[src/rtl/cpu_ctrl_pkg.sv]
// Shared definitions for the multicycle controller: opcodes, FSM states,
// Datapath select encodings and the bundle of registered control outputs.
package cpu_ctrl_pkg;

  localparam logic [5:0] OP_ALU  = 6'h00;
  localparam logic [5:0] OP_LI   = 6'h01;
  localparam logic [5:0] OP_LW   = 6'h02;
  localparam logic [5:0] OP_LWR  = 6'h03;
  localparam logic [5:0] OP_SW   = 6'h04;
  localparam logic [5:0] OP_SWR  = 6'h05;
  localparam logic [5:0] OP_BEQ  = 6'h06;
  localparam logic [5:0] OP_BNE  = 6'h07;
  localparam logic [5:0] OP_J    = 6'h08;
  localparam logic [5:0] OP_JR   = 6'h09;
  localparam logic [5:0] OP_IN   = 6'h0A;
  localparam logic [5:0] OP_OUT  = 6'h0B;
  localparam logic [5:0] OP_HDR  = 6'h0C;
  localparam logic [5:0] OP_NOP  = 6'h0D;
  localparam logic [5:0] OP_HALT = 6'h3F;

  localparam logic [2:0] PC_HOLD = 3'd0;
  localparam logic [2:0] PC_INC  = 3'd1;
  localparam logic [2:0] PC_LOAD = 3'd2;

  localparam logic [1:0] BQ_NONE = 2'd0;
  localparam logic [1:0] BQ_BEQ  = 2'd1;
  localparam logic [1:0] BQ_BNE  = 2'd2;

  localparam logic [2:0] MUX_NONE = 3'd0;
  localparam logic [2:0] MUX_ALU  = 3'd1;
  localparam logic [2:0] MUX_DM   = 3'd2;
  localparam logic [2:0] MUX_IN   = 3'd3;
  localparam logic [2:0] MUX_IMM  = 3'd4;
  localparam logic [2:0] MUX_HD   = 3'd5;

  typedef enum logic [2:0] {
    S_FETCH,
    S_DECODE,
    S_EXEC,
    S_MEM,
    S_WAIT_IN,
    S_WAIT_HD,
    S_WB,
    S_HALT
  } state_t;

  typedef struct packed {
    logic       flagJR;
    logic       flagLSR;
    logic       flagRF;
    logic       flagAddrRF;
    logic       flagMP;
    logic [2:0] flagUpdateData;
    logic [2:0] flagPC;
    logic [1:0] flagBQ;
    logic [2:0] flagMuxRF;
    logic       dmWe;
    logic       inReady;
    logic       outValid;
    logic       hdReq;
    logic       halted;
    logic       illegalOp;
  } ctrl_out_t;

  function automatic logic isLegalOp(input logic [5:0] op);
    return (op <= OP_NOP) || (op == OP_HALT);
  endfunction

endpackage

[src/rtl/ctrl_decode.sv]
// Combinational decode of (state, opcode) into the full control word; the
// top feeds it the next state/opcode so the outputs can be registered.
module ctrl_decode
  import cpu_ctrl_pkg::*;
(
  input  state_t     state_i,
  input  logic [5:0] op_i,
  input  logic       jumpTaken_i,
  output ctrl_out_t  ctrl_o
);

  always_comb begin
    ctrl_o = '0;
    case (state_i)
      S_EXEC: begin
        ctrl_o.dmWe      = (op_i == OP_SW) || (op_i == OP_SWR);
        ctrl_o.flagLSR   = (op_i == OP_SWR);
        ctrl_o.illegalOp = !isLegalOp(op_i);
      end
      S_MEM:     ctrl_o.flagLSR = (op_i == OP_LWR);
      S_WAIT_IN: ctrl_o.inReady = 1'b1;
      S_WAIT_HD: ctrl_o.hdReq   = 1'b1;
      S_WB: begin
        ctrl_o.flagPC = PC_INC;
        case (op_i)
          OP_ALU: begin ctrl_o.flagRF = 1'b1; ctrl_o.flagMuxRF = MUX_ALU; end
          OP_LI:  begin ctrl_o.flagRF = 1'b1; ctrl_o.flagMuxRF = MUX_IMM; end
          OP_LW:  begin ctrl_o.flagRF = 1'b1; ctrl_o.flagMuxRF = MUX_DM;  end
          OP_LWR: begin
            ctrl_o.flagRF    = 1'b1;
            ctrl_o.flagMuxRF = MUX_DM;
            ctrl_o.flagLSR   = 1'b1;
          end
          OP_IN:  begin ctrl_o.flagRF = 1'b1; ctrl_o.flagMuxRF = MUX_IN; end
          OP_HDR: begin ctrl_o.flagRF = 1'b1; ctrl_o.flagMuxRF = MUX_HD; end
          // Branch outcome is taken from flagJB as the controller enters WB.
          OP_BEQ: begin
            ctrl_o.flagBQ = BQ_BEQ;
            ctrl_o.flagPC = jumpTaken_i ? PC_LOAD : PC_INC;
          end
          OP_BNE: begin
            ctrl_o.flagBQ = BQ_BNE;
            ctrl_o.flagPC = jumpTaken_i ? PC_LOAD : PC_INC;
          end
          OP_J:   ctrl_o.flagPC = PC_LOAD;
          OP_JR:  begin ctrl_o.flagPC = PC_LOAD; ctrl_o.flagJR = 1'b1; end
          OP_OUT: ctrl_o.outValid = 1'b1;
          default: ;
        endcase
      end
      S_HALT: ctrl_o.halted = 1'b1;
      default: ;
    endcase
  end

endmodule

[src/rtl/control_unit_fsm.sv]
// Multicycle controller: sequences FETCH/DECODE/EXEC/MEM/WB with IN and HD
// handshakes, registers every Datapath control and counts retired instructions.
module control_unit_fsm
  import cpu_ctrl_pkg::*;
#(
  parameter int CNT_W = 32
) (
  input  logic             clock,
  input  logic             reset,
  input  logic             run,
  input  logic [5:0]       opcode,
  input  logic             flagJB,
  input  logic             in_valid,
  input  logic             hd_ack,
  output logic             flagJR,
  output logic             flagLSR,
  output logic             flagRF,
  output logic             flagAddrRF,
  output logic             flagMP,
  output logic [2:0]       flagUpdateData,
  output logic [2:0]       flagPC,
  output logic [1:0]       flagBQ,
  output logic [2:0]       flagMuxRF,
  output logic             dm_we,
  output logic             in_ready,
  output logic             out_valid,
  output logic             hd_req,
  output logic             halted,
  output logic             illegal_op,
  output logic [CNT_W-1:0] instr_count
);

  state_t           state_q, state_d;
  logic [5:0]       op_q, op_d;
  ctrl_out_t        ctrl_q, ctrl_d;
  logic [CNT_W-1:0] count_q, count_d;

  always_comb begin
    state_d = state_q;
    op_d    = op_q;
    case (state_q)
      S_FETCH:  if (run) state_d = S_DECODE;
      S_DECODE: begin
        op_d    = opcode;
        state_d = S_EXEC;
      end
      S_EXEC: begin
        case (op_q)
          OP_LW, OP_LWR: state_d = S_MEM;
          OP_IN:         state_d = S_WAIT_IN;
          OP_HDR:        state_d = S_WAIT_HD;
          OP_HALT:       state_d = S_HALT;
          default:       state_d = S_WB;
        endcase
      end
      S_MEM:     state_d = S_WB;
      S_WAIT_IN: if (in_valid && ctrl_q.inReady) state_d = S_WB;
      S_WAIT_HD: if (hd_ack) state_d = S_WB;
      S_WB:      state_d = S_FETCH;
      S_HALT:    state_d = S_HALT;
      default:   state_d = S_FETCH;
    endcase

    // An instruction retires as it enters WB, or as HALT is first reached.
    count_d = count_q;
    if ((state_d == S_WB) || ((state_d == S_HALT) && (state_q != S_HALT)))
      count_d = count_q + CNT_W'(1);
  end

  ctrl_decode u_decode (
    .state_i     (state_d),
    .op_i        (op_d),
    .jumpTaken_i (flagJB),
    .ctrl_o      (ctrl_d)
  );

  always_ff @(posedge clock or posedge reset) begin
    if (reset) begin
      state_q <= S_FETCH;
      op_q    <= '0;
      ctrl_q  <= '0;
      count_q <= '0;
    end else begin
      state_q <= state_d;
      op_q    <= op_d;
      ctrl_q  <= ctrl_d;
      count_q <= count_d;
    end
  end

  assign flagJR         = ctrl_q.flagJR;
  assign flagLSR        = ctrl_q.flagLSR;
  assign flagRF         = ctrl_q.flagRF;
  assign flagAddrRF     = ctrl_q.flagAddrRF;
  assign flagMP         = ctrl_q.flagMP;
  assign flagUpdateData = ctrl_q.flagUpdateData;
  assign flagPC         = ctrl_q.flagPC;
  assign flagBQ         = ctrl_q.flagBQ;
  assign flagMuxRF      = ctrl_q.flagMuxRF;
  assign dm_we          = ctrl_q.dmWe;
  assign in_ready       = ctrl_q.inReady;
  assign out_valid      = ctrl_q.outValid;
  assign hd_req         = ctrl_q.hdReq;
  assign halted         = ctrl_q.halted;
  assign illegal_op     = ctrl_q.illegalOp;
  assign instr_count    = count_q;

endmodule

[config.mk]
export PLATFORM = sky130hd
export DESIGN_NAME = control_unit_fsm
export DESIGN_NICKNAME = d
export VERILOG_FILES = /design/src/rtl/cpu_ctrl_pkg.sv /design/src/rtl/ctrl_decode.sv /design/src/rtl/control_unit_fsm.sv
export SDC_FILE = /design/constraint.sdc
export NUM_CORES = 1
export LEC_CHECK = 0
export CORE_MARGIN = 8
export CORE_UTILIZATION = 25
export DETAILED_ROUTE_END_ITERATION = 12
export MAX_ROUTING_LAYER = met4
export SETUP_SLACK_MARGIN = 0.4
export SLEW_MARGIN = 20
export SYNTH_ARGS = -nofsm -noshare
export SYNTH_HDL_FRONTEND = slang
export SYNTH_SLANG_ARGS = --single-unit
export TNS_END_PERCENT = 5
[constraint.sdc]
create_clock -name clock -period 1.9 [get_ports clock]
set_input_delay 0.285 -clock clock [delete_from_list [all_inputs] [get_ports clock]]
set_output_delay 0.285 -clock clock [all_outputs]
set_load 0.005 [all_outputs]
# After elaboration in Yosys (flattened, before gate mapping)
# Index checks and enable logic that the tools add are counted.
# word_totals
in_bits	12
regBits	58
output_inout_bits	54
word_cells	86
# classes
mux	24
n_reduce_logical	13
addsub	1
n_eq_ne	32
order_cmp	1
# op_table
operator	n
equality test 6 x 4 -> 1 bit (second input constant)	7
adder 32 x 1 -> 32 bit (second input constant)	1
equality test 3 bit (second input constant)	8
equality test 6 x 2 -> 1 bit (second input constant)	4
equality test 6 x 3 -> 1 bit (second input constant)	4
case mux 3 bit (8 select lines)	1
case mux 3 bit (5 select lines)	1
equality test 3 x 2 -> 1 bit (second input constant)	4
equality test 6 bit (second input constant)	2
2-to-1 mux 1 bit	12
case mux 3 bit (4 select lines)	1
2-to-1 mux 3 bit	3
2-to-1 mux 8 bit	1
OR reduction 2 bit	4
equality test 6 x 1 -> 1 bit (second input constant)	1
less-or-equal comparator 6 x 4 -> 1 bit (second input constant)	1
zero test 6 bit	1
2-to-1 mux 6 bit	1
case mux 3 bit (2 select lines)	1
OR reduction 6 bit	1
case mux 2 bit (2 select lines)	1
equality test 3 x 1 -> 1 bit (second input constant)	1
zero test 3 bit	1
logical OR 1 bit	3
5 further kinds	6

# Longest topological paths before layout
# depth
word_depth	7
ltp_mapped	8

# By module
# A second synthesis with hierarchy kept.
# hier_totals
cells_unflattened	259
hier_area_um2	2961.6
# by_module_without_submodules
module	n_inst	area_each_um2	seq_area_each_um2	cells_per_inst
control_unit_fsm	1	2553.7	1576.5	204
ctrl_decode	1	407.9	0.0	55

# Least setup slack after synthesis
# No wires, ideal clock.
# synth_timing
path_type	reg-to-reg
start	register state_q[2]
end	register ctrl_q (netlist bit flagMuxRF[0])
setup_ps	101
t_arrival_ps	1835
t_required_ps	1799
stages_incl_launch_ff	8
setup_slack_ps	-36
path_cell_list	dfrtp_1 buf_4 nor3b_4 mux2i_2 clkinv_1 nor3_1 a21oi_1 nor4_1
# synth_rtl
item	line	source
from (decl)	control_unit_fsm.sv:33	state_t state_q, state_d;
from (signal assigned)	control_unit_fsm.sv:84	state_q <= state_d;
to (signal assigned)	control_unit_fsm.sv:86	ctrl_q <= ctrl_d;
to (decl)	control_unit_fsm.sv:35	ctrl_out_t ctrl_q, ctrl_d;

==> summary.txt <==
Die
  – Initial core utilization: 25.78%
  – Die Footprint: 0.01493 sq mm
  – Ports: 66
  – Die X: 122.2 um
  – Die H: 122.2 um
  – # rows: 38
  – Core area: 0.01094 sq mm

Synthesis
  – Yosys top cell area share: 50.60%
  – Number of flops mapped to enable cells by yosys: 0
  – Ys async rst share: 100.0%
  – Most frequent cell after synthesis: dfrtp_1
  – FF+latch count, synth: 57
  – Synth cell count leaders: 57 x dfrtp_1, 27 x xnor2_1, 19 x nand3_1
  – Area contributors post-synth: dfrtp_1 51%, xnor2_1 8.4%, nand4_1 3.6%, nand3_1 3.4%, buf_4 2.9%
  – Syn Inst Count: 262
  – Seq/Total Area, Yosys: 50.60%
  – Mapped Area: 0.002819 sq mm
  – Largest area contributor in the netlist: dfrtp_1
  – Synth warn: 0
  – Main synth FF type: dfrtp_1
  – Post-synthesis cell type count: 56
  – Syn Area/Cell: 10.76 sq um

STA
  – Fmax: 485.1 MHz
  – Max Slew Vio Count: 0
  – Fin crit period: 2.061 ns
  – Crit share post-route: 108.5%
  – Hold WS: 0.3299 ns
  – TNS Setup: -1.349 ns
  – Hold Vio Cnt, Final: 0
  – RSZ-0062 raised after global routing: yes
  – Clock skew: 0.006092 ns
  – Setup violators final: 28
  – Worst Slack Setup Final: -0.1614 ns

Global route
  – GRT Total Usage: 11.45%
  – Initial antenna violation count: 0
  – GRT Residual Overflow: 0
  – Vias in the first global route: 2584
  – Largest net degree at the start of global routing: 58
  – First-pass GRT wire length: 13030 um

Cells and area
  – Fin area: 0.004472 sq mm
  – Layout cells sized above 1: 31.50%
  – Fillers: 1056
  – Multi-input logic area: 0.001461 sq mm
  – Layout net count: 389
  – P&R area growth vs syn: 58.63%
  – Utilization after layout: 40.89%
  – Register area: 0.001431 sq mm
  – N_diodes: 0

Critical path
  – Startpoint types: flip-flop
  – R2r worst-path depth: 9
  – RR Startpoint: state_q[2]$_DFF_PP0_
  – Crit-path max FO: 8
  – CP arrival: 2.27 ns
  – Reg2Reg Setup Slack: -0.16 ns
  – Worst path required time: 2.10 ns
  – Reg2Reg Capture Point: flagLSR$_DFF_PP0_
  – CP Capture Type: flip-flop
  – Crit Path Class: reg2reg

CTS
  – Hold-fix buffers at CTS: 0
  – Root Driver: clkbuf_16
  – Clk Latency, worst-skew pair: 0.32 ns
  – Inserted Clock Buffers: 9
  – Clk sinks: 57
  – Worst-path clk slew: 0.05 ns
  – CTS H-tree depth: 3
  – TritonCTS clock tree: yes
  – CTS Buffer Depth: 2

Routing
  – DR iter-0 viols: 107
  – Residual DRC count: 0
  – Routed len/inst: 15.50 um
  – Total wire length: 8078 um
  – Vias per cell: 4.641
  – Routed Antenna Nets: 0
  – First-pass DRT Iterations: 4
  – Total number of vias: 2418

Min path
  – Hold Crit Class: in2async

Pwr
  – VDD IR max: 647.6 uV
  – P per Cell Area: 1444 mW/mm^2
  – Static leakage: 2.092 nW

Placed design
  – Number of port buffers: 59
  – DP HPWL: 5614 um
  – Gp weighted congestion: 0.8345
  – Dpl cell area: 0.003928 sq mm

Run status
  – Failing checks: negative setup slack
  – Status: complete, but fails checks

Run
  – Max-Cap Viols: 0
==> flip-flops by register name (all words and copies together) (netlist names) <==
register / count
op_q: 6
illegal_op: 1
flagMuxRF: 3
dm_we: 1
flagBQ: 2
hd_req: 1
flagPC: 2
flagJR: 1
flagLSR: 1
halted: 1
state_q: 3
instr_count: 32
out_valid: 1
flagRF: 1
in_ready: 1
==> final cells by class <==
type | instances | share of cell area, %
repair buffers | 113 | 23.22
inverters | 8 | 0.7834
multi-input cells | 187 | 32.68
clock inverters | 5 | 1.735
well taps | 140 | 3.917
flip-flops and latches | 57 | 32.01
clock buffers | 11 | 5.652
==> layer usage <==
| layer | track usage, % | up-vias | part of all wire [%] |
|---|---|---|---|
| met1 | 14.49 | 1187 | 46 |
| li1 | - | 1164 | - |
| met5 | - | - | 0 |
| met2 | 16.95 | 59 | 47 |
| met4 | 3.656 | 0 | 1.3 |
| met3 | 3.702 | 8 | 6.1 |
==> power breakdown <==
group	total [W]	internal, W	switching, W
Combinational	0.00303	0.00150	0.00153
Clock	0.00176	0.00121	0.000546
Sequential	0.00167	0.00144	0.000222
Total	0.00646	0.00416	0.00230
==> layout by cell type (no fill, tap or decap), drive strengths merged, types with 3 or more instances in the layout <==
| cell type | n |
|---|---|
| nand4 | 16 |
| nor3 | 10 |
| dlymetal6s2s | 4 |
| dlygate4sd2 | 31 |
| inv | 8 |
| nor2 | 16 |
| a21oi | 5 |
| xnor2 | 27 |
| nor4 | 6 |
| and4 | 5 |
| mux2i | 3 |
| nand2b | 5 |
| buf | 54 |
| conb | 6 |
| xor2 | 5 |
| clkdlybuf4s50 | 24 |
| and3 | 11 |
| clkbuf | 11 |
| or2 | 3 |
| nand2 | 15 |
| dfrtp | 57 |
| nand3 | 19 |
| mux2 | 4 |
==> worst max path at each step <==
stage                                    start                           to  cells after the start
final                     state_q[2]$_DFF_PP0_            flagLSR$_DFF_PP0_                      9
after CTS                 state_q[2]$_DFF_PP0_  instr_count[13]$_DFFE_PP0P_                      6
after detailed placement              in_valid       flagMuxRF[1]$_DFF_PP0_                      8
after floorplan           state_q[2]$_DFF_PP0_       flagMuxRF[0]$_DFF_PP0_                      8
after global routing      state_q[2]$_DFF_PP0_  instr_count[13]$_DFFE_PP0P_                      6
after global placement                in_valid   instr_count[1]$_DFFE_PP0P_                      7
==> kinds of logic (layout without fill, tap and decap cells) <==
kind of cell               Yosys count  after routing  share of synthesized area, %
xor gates and xnor gates            32             32                         9.942
DFF                                 57             57                         50.60
adders and majority gates            1              1                        0.4438
other                                1              6                        0.1330
AOI/OAI and AO/OA                   26             26                         8.123
buffers and inverters               24            137                         4.793
muxes                                7              7                         2.796
and+or+nand+nor                    114            115                         23.17
==> critical path: stages (launching register included) <==
cell and delay, ns:
dfrtp_2 0.44, buf_4 0.16, nor3b_4 0.19, buf_6 0.16, buf_6 0.14, nor3_1 0.05, a21oi_1 0.26, or2_1 0.28
a311oi_2 0.07, a22o_1 0.18
==> stage by stage <==
| step | setup slack (ns) | std cells | total power, W |
|---|---|---|---|
| 2_1_floorplan | 0.01340 | 267 | 0.002970 |
| 3_3_place_gp | -0.3045 | 500 | 0.004146 |
| 3_5_place_dp | -0.3419 | 500 | 0.004197 |
| 4_1_cts | -0.1115 | 520 | 0.006208 |
| 5_1_grt | -0.2172 | 521 | 0.006828 |
| 6_report | -0.1614 | 521 | 0.006457 |
==> repair_timing <==
action,in CTS,in global routing
setup buffers,3,1
endpoints found under the setup margin,86,60
pin swaps,13,10
cloned,1,0
resized for setup,53,30
Power figures use the tool's default switching activity.
